**src/rtl/rv32i_mc_control_unit.sv**
```systemverilog
// rv32i_mc_control_unit
// Multicycle sequencer for the RV32I datapath. A Moore FSM walks each
// instruction through FETCH, DECODE and an opcode-specific EXE state, with
// extra MEM/WB states for stores and loads. All control outputs are a
// decode of the current state plus fields of the instruction word.
//
// Optional feature macro: BUS_HANDSHAKE_EN
//   defined   -> adds busReady/busReq; S_MEM and L_MEM wait for busReady.
//   undefined -> S_MEM and L_MEM are single-cycle, no handshake ports.

module rv32i_mc_control_unit (
    input  logic        clk,
    input  logic        reset,
    input  logic [31:0] instrCode,
`ifdef BUS_HANDSHAKE_EN
    input  logic        busReady,
`endif
    output logic        PCEn,
    output logic        regFileWe,
    output logic [3:0]  aluControl,
    output logic        aluSrcMuxSel,
    output logic [2:0]  RFWDSrcMuxSel,
    output logic        branch,
    output logic        jal,
    output logic        jalr,
    output logic        busWe,
`ifdef BUS_HANDSHAKE_EN
    output logic        busReq,
`endif
    output logic [3:0]  state
);

    typedef enum logic [3:0] {
        FETCH  = 4'd0,
        DECODE = 4'd1,
        R_EXE  = 4'd2,
        I_EXE  = 4'd3,
        B_EXE  = 4'd4,
        LU_EXE = 4'd5,
        AU_EXE = 4'd6,
        J_EXE  = 4'd7,
        JL_EXE = 4'd8,
        S_EXE  = 4'd9,
        S_MEM  = 4'd10,
        L_EXE  = 4'd11,
        L_MEM  = 4'd12,
        L_WB   = 4'd13
    } stateT;

    localparam logic [6:0] OP_R  = 7'b0110011;
    localparam logic [6:0] OP_I  = 7'b0010011;
    localparam logic [6:0] OP_B  = 7'b1100011;
    localparam logic [6:0] OP_LU = 7'b0110111;
    localparam logic [6:0] OP_AU = 7'b0010111;
    localparam logic [6:0] OP_J  = 7'b1101111;
    localparam logic [6:0] OP_JL = 7'b1100111;
    localparam logic [6:0] OP_S  = 7'b0100011;
    localparam logic [6:0] OP_L  = 7'b0000011;

    localparam logic [2:0] WD_ALU  = 3'd0;
    localparam logic [2:0] WD_LOAD = 3'd1;
    localparam logic [2:0] WD_IMM  = 3'd2;
    localparam logic [2:0] WD_AUPC = 3'd3;
    localparam logic [2:0] WD_PC4  = 3'd4;

    localparam logic [3:0] ALU_ADD = 4'b0000;

    stateT      state_q;
    stateT      state_d;
    logic [6:0] opcode;
    logic [2:0] funct3;
    logic       bit30;
    logic       memDone;
    logic       unusedInstrBits;

    assign opcode = instrCode[6:0];
    assign funct3 = instrCode[14:12];
    assign bit30  = instrCode[30];
    assign state  = state_q;

    // Instruction bits the sequencer has no use for (register indices, imm).
    assign unusedInstrBits = ^{instrCode[31], instrCode[29:15], instrCode[11:7]};

`ifdef BUS_HANDSHAKE_EN
    assign memDone = busReady;
`else
    assign memDone = 1'b1;
`endif

    // State register; reset pulls the sequencer back to FETCH at once.
    always_ff @(posedge clk or posedge reset) begin
        if (reset) begin
            state_q <= FETCH;
        end else begin
            state_q <= state_d;
        end
    end

    // Next-state selection: opcode dispatch in DECODE, memory states wait on the bus.
    always_comb begin
        state_d = FETCH;
        case (state_q)
            FETCH:  state_d = DECODE;
            DECODE: begin
                case (opcode)
                    OP_R:    state_d = R_EXE;
                    OP_I:    state_d = I_EXE;
                    OP_B:    state_d = B_EXE;
                    OP_LU:   state_d = LU_EXE;
                    OP_AU:   state_d = AU_EXE;
                    OP_J:    state_d = J_EXE;
                    OP_JL:   state_d = JL_EXE;
                    OP_S:    state_d = S_EXE;
                    OP_L:    state_d = L_EXE;
                    default: state_d = FETCH;
                endcase
            end
            S_EXE:   state_d = S_MEM;
            S_MEM:   state_d = memDone ? FETCH : S_MEM;
            L_EXE:   state_d = L_MEM;
            L_MEM:   state_d = memDone ? L_WB : L_MEM;
            L_WB:    state_d = FETCH;
            default: state_d = FETCH;
        endcase
    end

    // Moore output decode from the current state and instruction fields.
    always_comb begin
        PCEn          = 1'b0;
        regFileWe     = 1'b0;
        aluControl    = ALU_ADD;
        aluSrcMuxSel  = 1'b0;
        RFWDSrcMuxSel = WD_ALU;
        branch        = 1'b0;
        jal           = 1'b0;
        jalr          = 1'b0;
        busWe         = 1'b0;
`ifdef BUS_HANDSHAKE_EN
        busReq        = 1'b0;
`endif
        case (state_q)
            FETCH: PCEn = 1'b1;
            R_EXE: begin
                aluControl    = {bit30, funct3};
                RFWDSrcMuxSel = WD_ALU;
                regFileWe     = 1'b1;
            end
            I_EXE: begin
                aluControl    = {(funct3 == 3'b101) ? bit30 : 1'b0, funct3};
                aluSrcMuxSel  = 1'b1;
                RFWDSrcMuxSel = WD_ALU;
                regFileWe     = 1'b1;
            end
            B_EXE: begin
                aluControl = {1'b0, funct3};
                branch     = 1'b1;
            end
            LU_EXE: begin
                RFWDSrcMuxSel = WD_IMM;
                regFileWe     = 1'b1;
            end
            AU_EXE: begin
                RFWDSrcMuxSel = WD_AUPC;
                regFileWe     = 1'b1;
            end
            J_EXE: begin
                jal           = 1'b1;
                RFWDSrcMuxSel = WD_PC4;
                regFileWe     = 1'b1;
            end
            JL_EXE: begin
                jal           = 1'b1;
                jalr          = 1'b1;
                RFWDSrcMuxSel = WD_PC4;
                regFileWe     = 1'b1;
            end
            S_EXE, L_EXE: begin
                aluControl   = ALU_ADD;
                aluSrcMuxSel = 1'b1;
            end
            S_MEM: begin
                busWe        = 1'b1;
                aluSrcMuxSel = 1'b1;
`ifdef BUS_HANDSHAKE_EN
                busReq       = 1'b1;
`endif
            end
            L_MEM: begin
                aluSrcMuxSel = 1'b1;
`ifdef BUS_HANDSHAKE_EN
                busReq       = 1'b1;
`endif
            end
            L_WB: begin
                RFWDSrcMuxSel = WD_LOAD;
                regFileWe     = 1'b1;
            end
            default: ;
        endcase
    end

endmodule

```
**config.mk**
```make
export PLATFORM = sky130hd
export DESIGN_NAME = rv32i_mc_control_unit
export DESIGN_NICKNAME = d
export VERILOG_FILES = /design/src/rtl/rv32i_mc_control_unit.sv
export SDC_FILE = /design/constraint.sdc
export NUM_CORES = 1
export LEC_CHECK = 0
export CORE_MARGIN = 10
export CORE_UTILIZATION = 27
export CTS_CLUSTER_DIAMETER = 60
export DETAILED_ROUTE_END_ITERATION = 16
export PLACE_DENSITY = 0.75
export SYNTH_ARGS = -nofsm -noshare
export SYNTH_HDL_FRONTEND = slang
export SYNTH_SLANG_ARGS = --single-unit
```
**constraint.sdc**
```tcl
create_clock -name clk -period 1.8 [get_ports clk]
set_input_delay 0.27 -clock clk [delete_from_list [all_inputs] [get_ports clk]]
set_output_delay 0.27 -clock clk [all_outputs]
set_load 0.02 [all_outputs]
```
After elaboration in Yosys (flattened, before gate mapping)
Cells that the tools add are included.
{ "totals": {"regBits": 4, "word_cells": 40} }
{ "op_classes": {"n_eq_ne": 23, "mux": 12, "n_reduce_logical": 4} }
{ "op_table": {"columns": ["operator", "count"], "rows": [
  ["$pmux W4 S9", 1],
  ["$eq A4 B4 Y1 const B", 6],
  ["$eq A7 B6 Y1 const B", 3],
  ["$eq A7 B7 Y1 const B", 3],
  ["$pmux W4 S5", 1],
  ["$eq A4 B3 Y1 const B", 4],
  ["$eq A7 B5 Y1 const B", 2],
  ["$pmux W3 S4", 1],
  ["$pmux W4 S3", 1],
  ["$eq A4 B2 Y1 const B", 2],
  ["$mux W1", 8],
  ["$eq A7 B2 Y1 const B", 1],
  ["$reduce_or A7 Y1", 1],
  ["$reduce_or A5 Y1", 1],
  ["$eq A4 B1 Y1 const B", 1],
  ["$logic_not A4 Y1", 1],
  ["$eq A3 B3 Y1 const B", 1],
  ["$reduce_or A2 Y1", 1]
]} }

Logic depth before layout (Yosys ltp)
Gate-level depths: netlist (run 1).
{ "logic_depth": {"word_depth": 3, "mapped_depth": 5} }

Least setup slack after synthesis (run 1)
OpenSTA, ideal clock, no wires.
{ "synth_path": {"kind": "flip-flop to output port", "start": "register state_q[1], in the netlist state[1]", "end": "output port RFWDSrcMuxSel[2]", "t_arrival_ns": 1.612, "path_slack_ns": -0.082, "stages_incl_launch_ff": 5, "path_cell_list": "dfrtp_1 clkbuf_1 or2_2 o22ai_1 buf_4"} }
{ "synth_via": {"elab_chain_len": 3, "elab_cells_between_ends": 7, "classes_between": "eq/ne: 5; mux: 1; reduce/logical: 1"} }
{ "synth_rtl": {"columns": ["item", "line", "source"], "rows": [
  ["start: declaration", "68", "stateT state_q;"],
  ["start signal: assignment", "95", "state_q <= state_d;"],
  ["$eq A4 B4 Y1 / $eq A4 B3 Y1 (equally long branches)", "141", "case (state_q)"],
  ["$reduce_or A2 Y1 (no line)", null, null],
  ["$pmux W3 S4 (*)", "141", null],
  ["end: declaration", "22", "output logic [2:0] RFWDSrcMuxSel,"]
]} }
Mark *: on every way between the ends. The rest lies on a longest branch, timed or not.

Worst setup path after layout (run 1)
{ "layout_path": {"start": "register state_q[0], in the netlist state[0]", "end": "output port branch"} }
{ "layout_via": {"elab_chain_len": 2} }
{ "layout_rtl": {"columns": ["item", "line", "source"], "rows": [
  ["$eq A4 B3 Y1", "141", null],
  ["$mux W1", "141", null],
  ["end: declaration", "23", "output logic branch,"]
]} }
No other way between the ends.

==> results of run 1 <==
==> cell families after synthesis <==
logic type                 Yosys count  synth area share, %
DFF                                  4                 19.0
muxes                                1                 1.90
buffers and inverters               10                 8.07
adders and majority gates            1                 2.14
and+or+nand+nor                     34                 34.7
AOI/OAI and AO/OA                   24                 34.2
==> placed cells by master (no fill, tap or decap), types with 2 or more instances in the layout <==
cell type and n:
a211oi_1 2, a21oi_1 3, a32o_1 2, and2_1 5, buf_2 4, buf_4 24
clkbuf_2 5, clkbuf_4 3, clkdlybuf4s15_2 2, clkdlybuf4s50_1 15, dfrtp_1 3, dlygate4sd2_1 2
inv_1 3, nand2_1 7, nand2b_1 4, nand3_1 3, nor2_1 6, o21ai_0 6
o41ai_1 2
==> final timing paths <==
kind	from	end	slack (ns)	cells after the start
setup / recovery	state[0]	branch	0.08	3
hold / removal	reset	state[3]	0.23	2
setup reg to reg	state[2]	state[1]	0.41	4
hold reg to reg	state[1]	state[0]	0.65	2
max in group asynchronous	reset	state[1]	1.41	2
min in group clk	state[1]	state[0]	0.65	2
==> routing by layer <==
layer	vias to the layer above	share of wire, %	global-route usage [%]
met5	-	0	0
met4	0	0	4.01
met3	0	7.4	3.31
met2	32	48	16.8
met1	314	44	9.82
li1	379	-	-
==> layout make-up <==
| class | instances | area share, % |
|---|---|---|
| sequential | 4 | 9.99 |
| clock buffer | 3 | 2.22 |
| tap | 25 | 3.08 |
| inverter | 4 | 1.48 |
| timing repair buffer | 54 | 43.2 |
| multi-input combinational | 60 | 40.1 |
==> power by group <==
part	leakage, nW	switching [mW]	internal, mW
Sequential	0.0518	0.0174	0.104
Clock	0.0138	0.0330	0.0743
Combinational	0.416	0.199	0.215
Total	0.482	0.250	0.394
==> what timing repair did <==
item,4_1_cts,5_1_grt
buffers inserted,0,0
endpoints found under the setup margin,14,13
resized for setup,29,20
gates cloned,0,0
==> per-stage QoR <==
| stage | setup slack, ns | area (sq um) | utilization (%) | hold WS, ns |
|---|---|---|---|---|
| finish | 0.0752 | 1010 | 56.9 | 0.231 |
| detailed placement | -0.164 | 1020 | 57.1 | 0.477 |
| CTS | 0.00503 | 1030 | 57.8 | 0.229 |
| global placement | -0.144 | 1020 | 57.1 | 0.459 |
| floorplan | 0.0263 | 533 | - | 0.0361 |
| global route | -0.00667 | 1010 | 56.9 | 0.242 |
==> impl_metrics.toml, run 1 <==
[run_status]
outcome = "complete, no violations"

[placement]
io_buffers = 30
placedCellCount = 147
place_hpwl_um = 1690
place_congestion = 0.842

[floorplan]
core_area_sq_um = 1780
row_count = 15
initial_core_util_pct = 29.5
top_level_ports = 52
fp.dieW_um = 64.2
dieArea_sq_um = 4120
die_h_um = 64.2

[yosys]
synth.avg_cell_area_sq_um = 7.12
ys_seq_area_share_pct = 19.0
synth_flop_cell = "dfrtp_1"
yosysUniqueCellTypes = 33
ys_async_sr_fraction_pct = 100
ys_ff_latch = 4
yosysWarnings = 0
synth.area.top_cells = "dfrtp_1 (19%), and2_1 (5.9%), o21ai_0 (5.7%)"
synth_nets = 108
yosysTopAreaCellShare_pct = 19.0
yosys.area.top_type = "dfrtp_1"
synth_edf_count = 0
syn-instance-count = 74
synth_common_cells = "nand2_1 (7), nor2_1 (7), o21ai_0 (6)"
syn_area_sq_um = 527

[routing]
drt_wl_total_um = 1950
drt-initial-drc-count = 6
vias = 725
viasPerCell = 4.83
drc = 0
first_pass_iters = 4
ant_nets = 0
post_drt_wl_per_cell_um = 13.0

[cts]
cts_max_path_buffers = 2
cts-root-buf = "clkbuf_4"
clkSlewWorstSetupHoldPaths_ns = 0.04
cts_made_buffers = 3
clock_latency_ns = 0.23
cts_hold_buf = 0
cts.sinks = 4
cts_tree = "built"
htree_levels = 1

[layout]
multiInputGateArea_sq_um = 407
layout.nets = 161
fillers = 179
syn2layout_area_growth_pct = 92.6
final_cells = 150
ff_latch_area_sq_um = 101
antenna_cells = 0
largest_reg_flops = 4
drive_gt1_share_pct = 40.8

[global_route]
grt_pass1_wl_um = 3350
gr-total-overflow = 0
grt_pass1_vias = 765
grt_max_degree = 13
antenna_found_initial = 0
grtUsageTotal_pct = 9.44

[timing]
finalCritPeriodShare_pct = 95.8
slew_headroom_pct = 75.0
fin_skew_ns = 0.000501
rsz0062_at_grt = "yes"
max_slew.worst_pin.slew_ns = 0.365
tns_ns = 0
setup_viol_count_final = 0
drv_slew = 0
period_minus_slack_ns = 1.72
clock.fmax_mhz = 580
hold_viol = 0

[critical_path]
crit_path_top_delay_cell = "dfrtp_1"
cp_cell_sequence = "or2_2 -> nor2_1 -> dlygate4sd2_1"
path_class = "register to primary output"
critPathCaptureType = "primary output"
crit_fanout = 5
worstPathRequired_ns = 1.53
cpPeakStageDelay_ns = 0.41
cp.arrival_ns = 1.45
crit_family = "simple AND/OR/NAND/NOR gates"
path_buf_inv = 1
cp-start-kind = "register"

[pwr]
power_density_nw_per_um2 = 634
total_power_mw = 0.644
irDropWorstVdd_v = 0.000266
p_leak_nw = 0.482

[run]
drv_cap = 0

[min_path]
hold_path_class = "input pin to async pin"
Note: power is estimated with default switching activity, not from simulation.
==> run 2, diff against run 1 <==
SKIP_CTS_REPAIR_TIMING = 1   (was unset)
SLEW_MARGIN = 30   (was unset)
==> impl_metrics.toml, run 2 (synthesized netlist as in run 1, its figures left out) <==
[routing]
ant_nets = 0
drt_wl_total_um = 1960
vias = 727
viasPerCell = 4.85
drt-initial-drc-count = 14
first_pass_iters = 4
drc = 0
post_drt_wl_per_cell_um = 13.1

[timing]
setup_viol_count_final = 0
hold_ws_ns = 0.231
clock.fmax_mhz = 582
tns_ns = 0
finalCritPeriodShare_pct = 95.4
period_minus_slack_ns = 1.72
max_slew.worst_pin.slew_ns = 0.365
fin_skew_ns = 0.000687
rsz0062_at_grt = "yes"
drv_slew = 0
hold_viol = 0
slew_headroom_pct = 75.0

[global_route]
grt_pass1_vias = 765
grt_pass1_wl_um = 3340
grt_max_degree = 13
gr-total-overflow = 0
antenna_found_initial = 0
grtUsageTotal_pct = 9.41

[critical_path]
worstSetupEndpoint = "PCEn"
critPathCaptureType = "primary output"
path_class = "register to primary output"
crit_path_top_delay_cell = "dfrtp_1"
cp.arrival_ns = 1.45
worstPathRequired_ns = 1.53
crit_path_start = "state[0]"
worst_r2r_path_depth = 4
cpPeakStageDelay_ns = 0.41
crit_fanout = 5
cp-start-kind = "register"
path_depth = 3
reg2reg_slack_ns = 0.41
rr_startpoint = "state[2]"
crit_family = "simple AND/OR/NAND/NOR gates"
cp_cell_sequence = "or2_2 -> nor3_1 -> dlymetal6s2s_1"
path_buf_inv = 1
r2r_end = "state[1]"

[pwr]
p_leak_nw = 0.618
irDropWorstVdd_v = 0.000284
power_density_nw_per_um2 = 614

[cts]
cts-root-buf = "clkbuf_4"
htree_levels = 1
cts.sinks = 4
clock_latency_ns = 0.23
cts_made_buffers = 3
cts_tree = "built"
cts_max_path_buffers = 2
clkSlewWorstSetupHoldPaths_ns = 0.04

[floorplan]
top_level_ports = 52
row_count = 15
fp.dieW_um = 64.2
dieArea_sq_um = 4120
die_h_um = 64.2
initial_core_util_pct = 29.5
core_area_sq_um = 1780

[layout]
antenna_cells = 0
syn2layout_area_growth_pct = 98.8
largest_reg_flops = 4
drive_gt1_share_pct = 33.6
final_common_cell = "buf_4"
final_util_pct = 58.7
layout.nets = 161
final_cells = 150
mostFrequentLayoutCells = "buf_4 (24), clkdlybuf4s50_1 (15), dlymetal6s2s_1 (10)"

[run_status]
outcome = "complete, no violations"

[placement]
place_congestion = 0.842
io_buffers = 30
place_hpwl_um = 1690
placedCellCount = 147

[run]
drv_cap = 0

[min_path]
hold_path_class = "input pin to async pin"
==> run 2: changes by cell type in the layout (fill, tap and decap cells not counted), moves of 2 or more <==
cell,change
buf_2,-4
clkdlybuf4s15_2,-2
dlygate4sd2_1,-2
dlymetal6s2s_1,+9
==> run 2: metrics by stage <==
stage          setup WS (ns)  power [mW]  cell area (sq um)
2_1_floorplan         0.0263       0.297                533
3_3_place_gp          -0.144       0.529               1020
3_5_place_dp          -0.164       0.540               1020
4_1_cts               -0.336       0.653               1040
5_1_grt              -0.0247       0.699               1050
6_report              0.0830       0.643               1050
==> run 2: cell type report <==
cell class,count,area [sq um]
fillers,171,736
repair buffers,54,480
multi-input cells,60,398
flip-flops and latches,4,100
well taps,25,31.3
clock buffers,3,22.5
inverters,4,15.0
==> run 2: worst min path at each step <==
stage,startpoint,end,slack (ns),depth (start not counted)
finish,reset,state[3],0.23,2
global route,reset,state[1],0.24,2
CTS,reset,state[1],0.23,2
detailed placement,reset,state[3],0.48,2
global placement,reset,state[0],0.46,2
floorplan,reset,state[0],0.04,1
==> run 2: report_power, final <==
| part | switching, mW | internal (mW) | leakage, nW |
|---|---|---|---|
| sequential | 0.0172 | 0.104 | 0.0535 |
| clock | 0.0332 | 0.0743 | 0.0138 |
| combinational | 0.195 | 0.218 | 0.551 |
==> run 2: per-layer routing <==
metal / global-route usage, % / routed length (um) / vias up
li1: - / - / 378
met1: 9.73 / 865 / 323
met2: 16.8 / 962 / 26
met4: 4.01 / 0 / 0
met5: 0 / 0 / -
met3: 3.31 / 130 / 0
